==> config.mk <==
export PLATFORM = sky130hd
export DESIGN_NAME = ct_stream_arb
export DESIGN_NICKNAME = d
export VERILOG_FILES = /design/src/rtl/ct_stream_arb_pkg.sv /design/src/rtl/ct_stream_arb_rr_pick.sv /design/src/rtl/ct_stream_arb.sv
export SDC_FILE = /design/constraint.sdc
export NUM_CORES = 1
export LEC_CHECK = 0
export CORE_AREA = 3 3 40 42
export CTS_BUF_LIST = sky130_fd_sc_hd__clkbuf_8
export CTS_CLUSTER_DIAMETER = 80
export DETAILED_ROUTE_END_ITERATION = 6
export DIE_AREA = 0 0 43 45
export HOLD_SLACK_MARGIN = 0.02
export PLACE_DENSITY_LB_ADDON = 0.1
export SETUP_SLACK_MARGIN = 0.15
export SYNTH_ARGS = -nofsm -noshare
export SYNTH_HDL_FRONTEND = slang
export SYNTH_SLANG_ARGS = --single-unit
==> constraint.sdc <==
create_clock -name clk -period 2.15 [get_ports clk]
set_input_delay 0.3225 -clock clk [delete_from_list [all_inputs] [get_ports clk]]
set_output_delay 0.3225 -clock clk [all_outputs]
set_load 0.01 [all_outputs]
==> src/rtl/ct_stream_arb_pkg.sv <==
// ----------------------------------------------------------------------------
// ct_pkg
//   Shared types and helpers for the packet-aware stream arbiter.
//   - arb_state_t : arbiter FSM states (IDLE, LOCKED)
//   - ct_wrap_inc : increment an index modulo n, wrapping n-1 -> 0 explicitly
//                   so that non-power-of-2 counts never reach unused codes.
// ----------------------------------------------------------------------------
package ct_pkg;

    typedef enum logic {
        IDLE   = 1'b0,
        LOCKED = 1'b1
    } arb_state_t;

    function automatic int unsigned ct_wrap_inc(input int unsigned idx,
                                                input int unsigned n);
        if ((n <= 1) || (idx >= n - 1)) begin
            return 0;
        end
        return idx + 1;
    endfunction

endpackage

==> src/rtl/ct_stream_arb_rr_pick.sv <==
// ----------------------------------------------------------------------------
// ct_rr_pick
//   Combinational rotating priority encoder. Searches req cyclically starting
//   at base+1 and ending at base (all modulo NI) and returns the first set bit.
//   Ports:
//     req  [NI]  request vector
//     base [WS]  index of the most recently served requester
//     sel  [WS]  chosen index (0 when nothing requests)
//     any        at least one request present
// ----------------------------------------------------------------------------
module ct_rr_pick
    import ct_pkg::*;
#(
    parameter int unsigned NI = 2,
    parameter int unsigned WS = 1
) (
    input  logic [NI-1:0] req,
    input  logic [WS-1:0] base,
    output logic [WS-1:0] sel,
    output logic          any
);

    always_comb begin : p_pick
        logic [WS-1:0] w_idx;
        sel   = '0;
        any   = 1'b0;
        w_idx = base;
        for (int unsigned i = 0; i < NI; i++) begin
            w_idx = WS'(ct_wrap_inc(32'(w_idx), NI));
            if (!any && req[w_idx]) begin
                sel = w_idx;
                any = 1'b1;
            end
        end
    end

endmodule

==> src/rtl/ct_stream_arb.sv <==
// ----------------------------------------------------------------------------
// ct_stream_arb
//   Packet-aware round-robin arbiter merging NI valid/ready streams into one.
//   The grant is held from a packet's first beat until its EOP beat; the index
//   of the winning input is emitted on o_field.
//
//   Optional feature macro: CT_STREAM_ARB_OREG_EN
//     defined   : 2-entry skid buffer after the mux; outputs registered
//                 (1 cycle latency), upstream ready = registered "not full".
//     undefined : zero-latency combinational output path.
//
//   Ports:
//     clk      in   clock, rising edge
//     reset    in   asynchronous active-low reset
//     i_data   in   NI*WD  stream k data at [k*WD +: WD]
//     i_eop    in   NI     per-stream end of packet
//     i_valid  in   NI     per-stream valid
//     o_ready  out  NI     per-stream ready, one-hot or zero
//     o_data   out  WD     granted stream data
//     o_field  out  WS     granted stream index
//     o_eop    out  1      granted stream EOP
//     o_valid  out  1      output valid
//     i_ready  in   1      downstream ready
// ----------------------------------------------------------------------------
module ct_stream_arb
    import ct_pkg::*;
#(
    parameter  int unsigned NI = 2,
    parameter  int unsigned WD = 8,
    localparam int unsigned WS = (NI > 1) ? $clog2(NI) : 1
) (
    input  logic             clk,
    input  logic             reset,
    input  logic [NI*WD-1:0] i_data,
    input  logic [NI-1:0]    i_eop,
    input  logic [NI-1:0]    i_valid,
    output logic [NI-1:0]    o_ready,
    output logic [WD-1:0]    o_data,
    output logic [WS-1:0]    o_field,
    output logic             o_eop,
    output logic             o_valid,
    input  logic             i_ready
);

    arb_state_t    r_state;
    logic [WS-1:0] r_grant;
    logic [WS-1:0] r_last;

    logic [WS-1:0] w_pick_sel;
    logic          w_pick_any;
    logic [WS-1:0] w_sel;
    logic          w_sel_valid;
    logic          w_gate;
    logic          w_dn_ready;
    logic          w_acc;
    logic [WD-1:0] w_mux_data;
    logic          w_mux_eop;
    logic [NI-1:0] w_ready;

    ct_rr_pick #(
        .NI (NI),
        .WS (WS)
    ) u_pick (
        .req  (i_valid),
        .base (r_last),
        .sel  (w_pick_sel),
        .any  (w_pick_any)
    );

    // Reset also masks the combinational handshake so nothing is offered
    // or accepted while reset is held.
    always_comb begin
        w_sel       = (r_state == LOCKED) ? r_grant : w_pick_sel;
        w_gate      = reset & ((r_state == LOCKED) | w_pick_any);
        w_sel_valid = 1'b0;
        w_mux_data  = '0;
        w_mux_eop   = 1'b0;
        for (int unsigned k = 0; k < NI; k++) begin
            if (w_sel == WS'(k)) begin
                w_sel_valid = i_valid[k];
                w_mux_data  = i_data[k*WD +: WD];
                w_mux_eop   = i_eop[k];
            end
        end
        w_sel_valid = w_sel_valid & w_gate;
        w_acc       = w_sel_valid & w_dn_ready;
        w_ready     = '0;
        for (int unsigned k = 0; k < NI; k++) begin
            w_ready[k] = w_gate & w_dn_ready & (w_sel == WS'(k));
        end
    end

    assign o_ready = w_ready;

    always_ff @(posedge clk or negedge reset) begin
        if (!reset) begin
            r_state <= IDLE;
            r_grant <= '0;
            r_last  <= WS'(NI - 1);
        end else begin
            case (r_state)
                IDLE: begin
                    if (w_acc) begin
                        if (w_mux_eop) begin
                            r_last <= w_sel;
                        end else begin
                            r_state <= LOCKED;
                            r_grant <= w_sel;
                        end
                    end
                end
                LOCKED: begin
                    if (w_acc && w_mux_eop) begin
                        r_state <= IDLE;
                        r_last  <= r_grant;
                    end
                end
                default: r_state <= IDLE;
            endcase
        end
    end

`ifdef CT_STREAM_ARB_OREG_EN
    // Skid buffer: entry 0 drives the outputs, entry 1 absorbs the beat that
    // arrives while downstream stalls. Upstream ready only looks at r_v1.
    logic          r_v0, r_v1;
    logic [WD-1:0] r_d0, r_d1;
    logic [WS-1:0] r_f0, r_f1;
    logic          r_e0, r_e1;
    logic          w_push;
    logic          w_pop;

    assign w_dn_ready = ~r_v1;
    assign w_push     = w_acc;
    assign w_pop      = r_v0 & i_ready;

    always_ff @(posedge clk or negedge reset) begin
        if (!reset) begin
            r_v0 <= 1'b0;
            r_v1 <= 1'b0;
            r_d0 <= '0;
            r_d1 <= '0;
            r_f0 <= '0;
            r_f1 <= '0;
            r_e0 <= 1'b0;
            r_e1 <= 1'b0;
        end else begin
            if (w_push && w_pop) begin
                r_d0 <= w_mux_data;
                r_f0 <= w_sel;
                r_e0 <= w_mux_eop;
            end else if (w_pop) begin
                r_v0 <= r_v1;
                r_d0 <= r_d1;
                r_f0 <= r_f1;
                r_e0 <= r_e1;
                r_v1 <= 1'b0;
            end else if (w_push) begin
                if (!r_v0) begin
                    r_v0 <= 1'b1;
                    r_d0 <= w_mux_data;
                    r_f0 <= w_sel;
                    r_e0 <= w_mux_eop;
                end else begin
                    r_v1 <= 1'b1;
                    r_d1 <= w_mux_data;
                    r_f1 <= w_sel;
                    r_e1 <= w_mux_eop;
                end
            end
        end
    end

    assign o_valid = r_v0;
    assign o_data  = r_d0;
    assign o_field = r_f0;
    assign o_eop   = r_e0;
`else
    assign w_dn_ready = i_ready;
    assign o_valid    = w_sel_valid;
    assign o_data     = w_mux_data;
    assign o_field    = w_sel;
    assign o_eop      = w_mux_eop;
`endif

endmodule

==> impl_metrics.toml <==
[worst_hold_path]
holdCritPathClass = "in2async"

[sta]
fin_crit_sh = 0.9401
max_freq_mhz = 494.8
report.final.slew_viol_count = 0
clock_skew_ns = 0.001624
rsz0062_at_grt = "yes"
min_period_ns = 2.021
setup_viol = 0
hold_viol = 0
max-slew-margin-rel = 0.8030
worstMarginPinSlew_ns = 0.2917

[synthesis]
synth_area_leader_cell = "mux2_2"
syn-instance-count = 38
synth_area_um2 = 352.8
synth_seq_cells = 3
ys_seq_area_frac = 0.2163
synth_top_cell_area_share = 0.2872
syn_nets = 61
yosys_warnings = 0
yosys-top-cells-area = "mux2_2 (29%), dfrtp_1 (14%), dfstp_2 (7.4%)"
synth_cell_types = 21
syn_area_per_cell_um2 = 9.285

[clocking]
h-tree-depth = 1
cts_sinks = 3
numCtsBuffers = 3
root_buffer = "clkbuf_8"
insertion_delay_ns = 0.21
cts_tree = "built"
path_clk_slew_ns = 0.03
cts_max_path_buffers = 2

[finish]
final_net_count = 116
finalNonFillerCells = 107
mostFrequentLayoutCells = "clkdlybuf4s50_1 (20), buf_6 (11), buf_4 (11)"
antenna_cells = 0
fillCellCount = 95
final_common_cell = "clkdlybuf4s50_1"
areaGrowthSynthToFinish_pct = 170.2
drive_gt1_frac = 0.5109

[die]
fp.dieH_um = 45
initial_core_util = 0.2746
io_pins = 36
num_rows = 13
core-area_mm2 = 0.001285
die_w_um = 43
die_area_mm2 = 0.001935

[status]
status = "finished clean"

[setup_path]
worst_path_max_delay_cell = "dfstp_2"
crit_path_end_kind = "primary output"
cp-start-kind = "flip-flop"
crit_fanout = 5
path_buf_inv = 3
max_stage_delay_ns = 0.53
cpLargestDelayFamily = "flip-flops"
criticalPathCategory = "reg2out"
cp.arrival_ns = 1.70
critPathRequiredTime_ns = 1.83
path_cells = "nand2_2, a31oi_4, buf_6, buf_16, mux2_4, buf_6"
cpMostUsedCell = "buf_6"

[detailed_routing]
wl_um = 1436
dr.first_iter.drc_count = 6
viasPerCell = 4.636
wire_per_inst_um = 13.42
dr_total_vias = 496
drc = 0
ant_nets = 0
drt_pre_antenna_iters = 3

[global_routing]
grt_pass1_vias = 552
antenna_found_initial = 0
grtUsageTotal = 0.1617
grt_max_degree = 6
grt_pass1_wl_um = 2339
overflow = 0

[pwr]
pwr_density_cell_mw_per_mm2 = 1180
power.total_mw = 1.125
irDropWorstVdd_v = 0.0007030
leakagePower_nw = 0.4546

[placed_design]
dp_hpwl_um = 1075
place_inst = 97
place_congestion = 0.7448
port_buffers = 35

[run]
drv_cap = 0
-- path summary, 6_finish.rpt --
path	end	depth (start not counted)	slack, ns	from
min	r_grant	2	0.43	reset
min reg2reg	r_grant	2	0.63	r_state
max reg2reg	r_last	8	0.50	r_last
min in group clk	r_grant	2	0.63	r_state
max	o_data[5]	6	0.13	r_last
max in group asynchronous	r_last	2	1.53	reset
-- synth_stat cells --
master / count
dfrtp_1: 2
mux2_2: 9
buf_6: 1
a21o_1: 1
nor3b_1: 1
inv_1: 3
nand2_1: 3
and2_4: 1
a31oi_4: 1
a21oi_1: 2
mux2i_1: 1
nand2_2: 1
or3_1: 1
nor2_1: 3
o41ai_1: 2
inv_2: 1
dfstp_2: 1
o21ai_0: 1
nor3_2: 1
nor3_1: 1
o221a_1: 1
-- cells by family after synthesis --
logic type,share of synthesized area
multiplexers,0.3156
AND/OR/NAND/NOR,0.1880
AO/OA/AOI/OAI,0.2057
buffers and inverters,0.07445
flip-flops,0.2163
-- power by group --
group	switching [mW]	internal [mW]
sequential	0.0209	0.0815
clock	0.0356	0.121
combinational	0.303	0.563
total	0.359	0.766
-- layout make-up --
class / instances / area [µm²] / share of cell area
Clock inverter: 1 / 3.754 / 0.003937
Timing Repair Buffer: 51 / 515.5 / 0.5407
Tap cell: 15 / 18.77 / 0.01969
Clock buffer: 3 / 41.29 / 0.04331
Multi-Input combinational cell: 30 / 282.8 / 0.2966
Inverter: 4 / 15.01 / 0.01575
Sequential cell: 3 / 76.32 / 0.08005
-- worst register-to-register path: stages, from the launching register on --
cell	delay (ns)
dfstp_2	0.53
nand2_2	0.06
a31oi_4	0.23
buf_6	0.14
buf_16	0.11
buf_4	0.11
inv_1	0.04
buf_4	0.13
o221a_1	0.24
-- metal layers --
layer / vias to the layer above / track usage / part of all wire
met5: - / 0 / 0
met4: 0 / 0.05422 / 0
met3: 0 / 0.05976 / 0.11
li1: 247 / - / -
met2: 29 / 0.2784 / 0.48
met1: 220 / 0.1860 / 0.41
-- per-stage QoR --
stage          setup TNS (ns)  area (µm²)  hold WS (ns)  worst slack [ns]  utilization
2_1_floorplan               0       352.8       0.02691            0.4933            -
3_3_place_gp           -2.269       798.3        0.5979           -0.2361       0.6212
3_5_place_dp           -2.511       798.3        0.5949           -0.2641       0.6212
4_1_cts                     0       890.9        0.4338           0.03162       0.6933
5_1_grt                     0       953.4        0.4560           0.05823       0.7420
6_report                    0       953.4        0.4311            0.1289       0.7420
-- sequential cells by signal, indices dropped and copies added, names as in the netlist --
register  cells
r_last        1
r_state       1
r_grant       1
-- what timing repair did --
| action | in CTS | in global routing |
|---|---|---|
| pin swaps | 1 | 2 |
| buffers inserted | 3 | 2 |
| resized for setup | 56 | 15 |
| cloned | 1 | 0 |
| hold buffers | 0 | 0 |
| endpoints found under the setup margin | 13 | 11 |
Note: power is estimated with default switching activity, not from simulation.
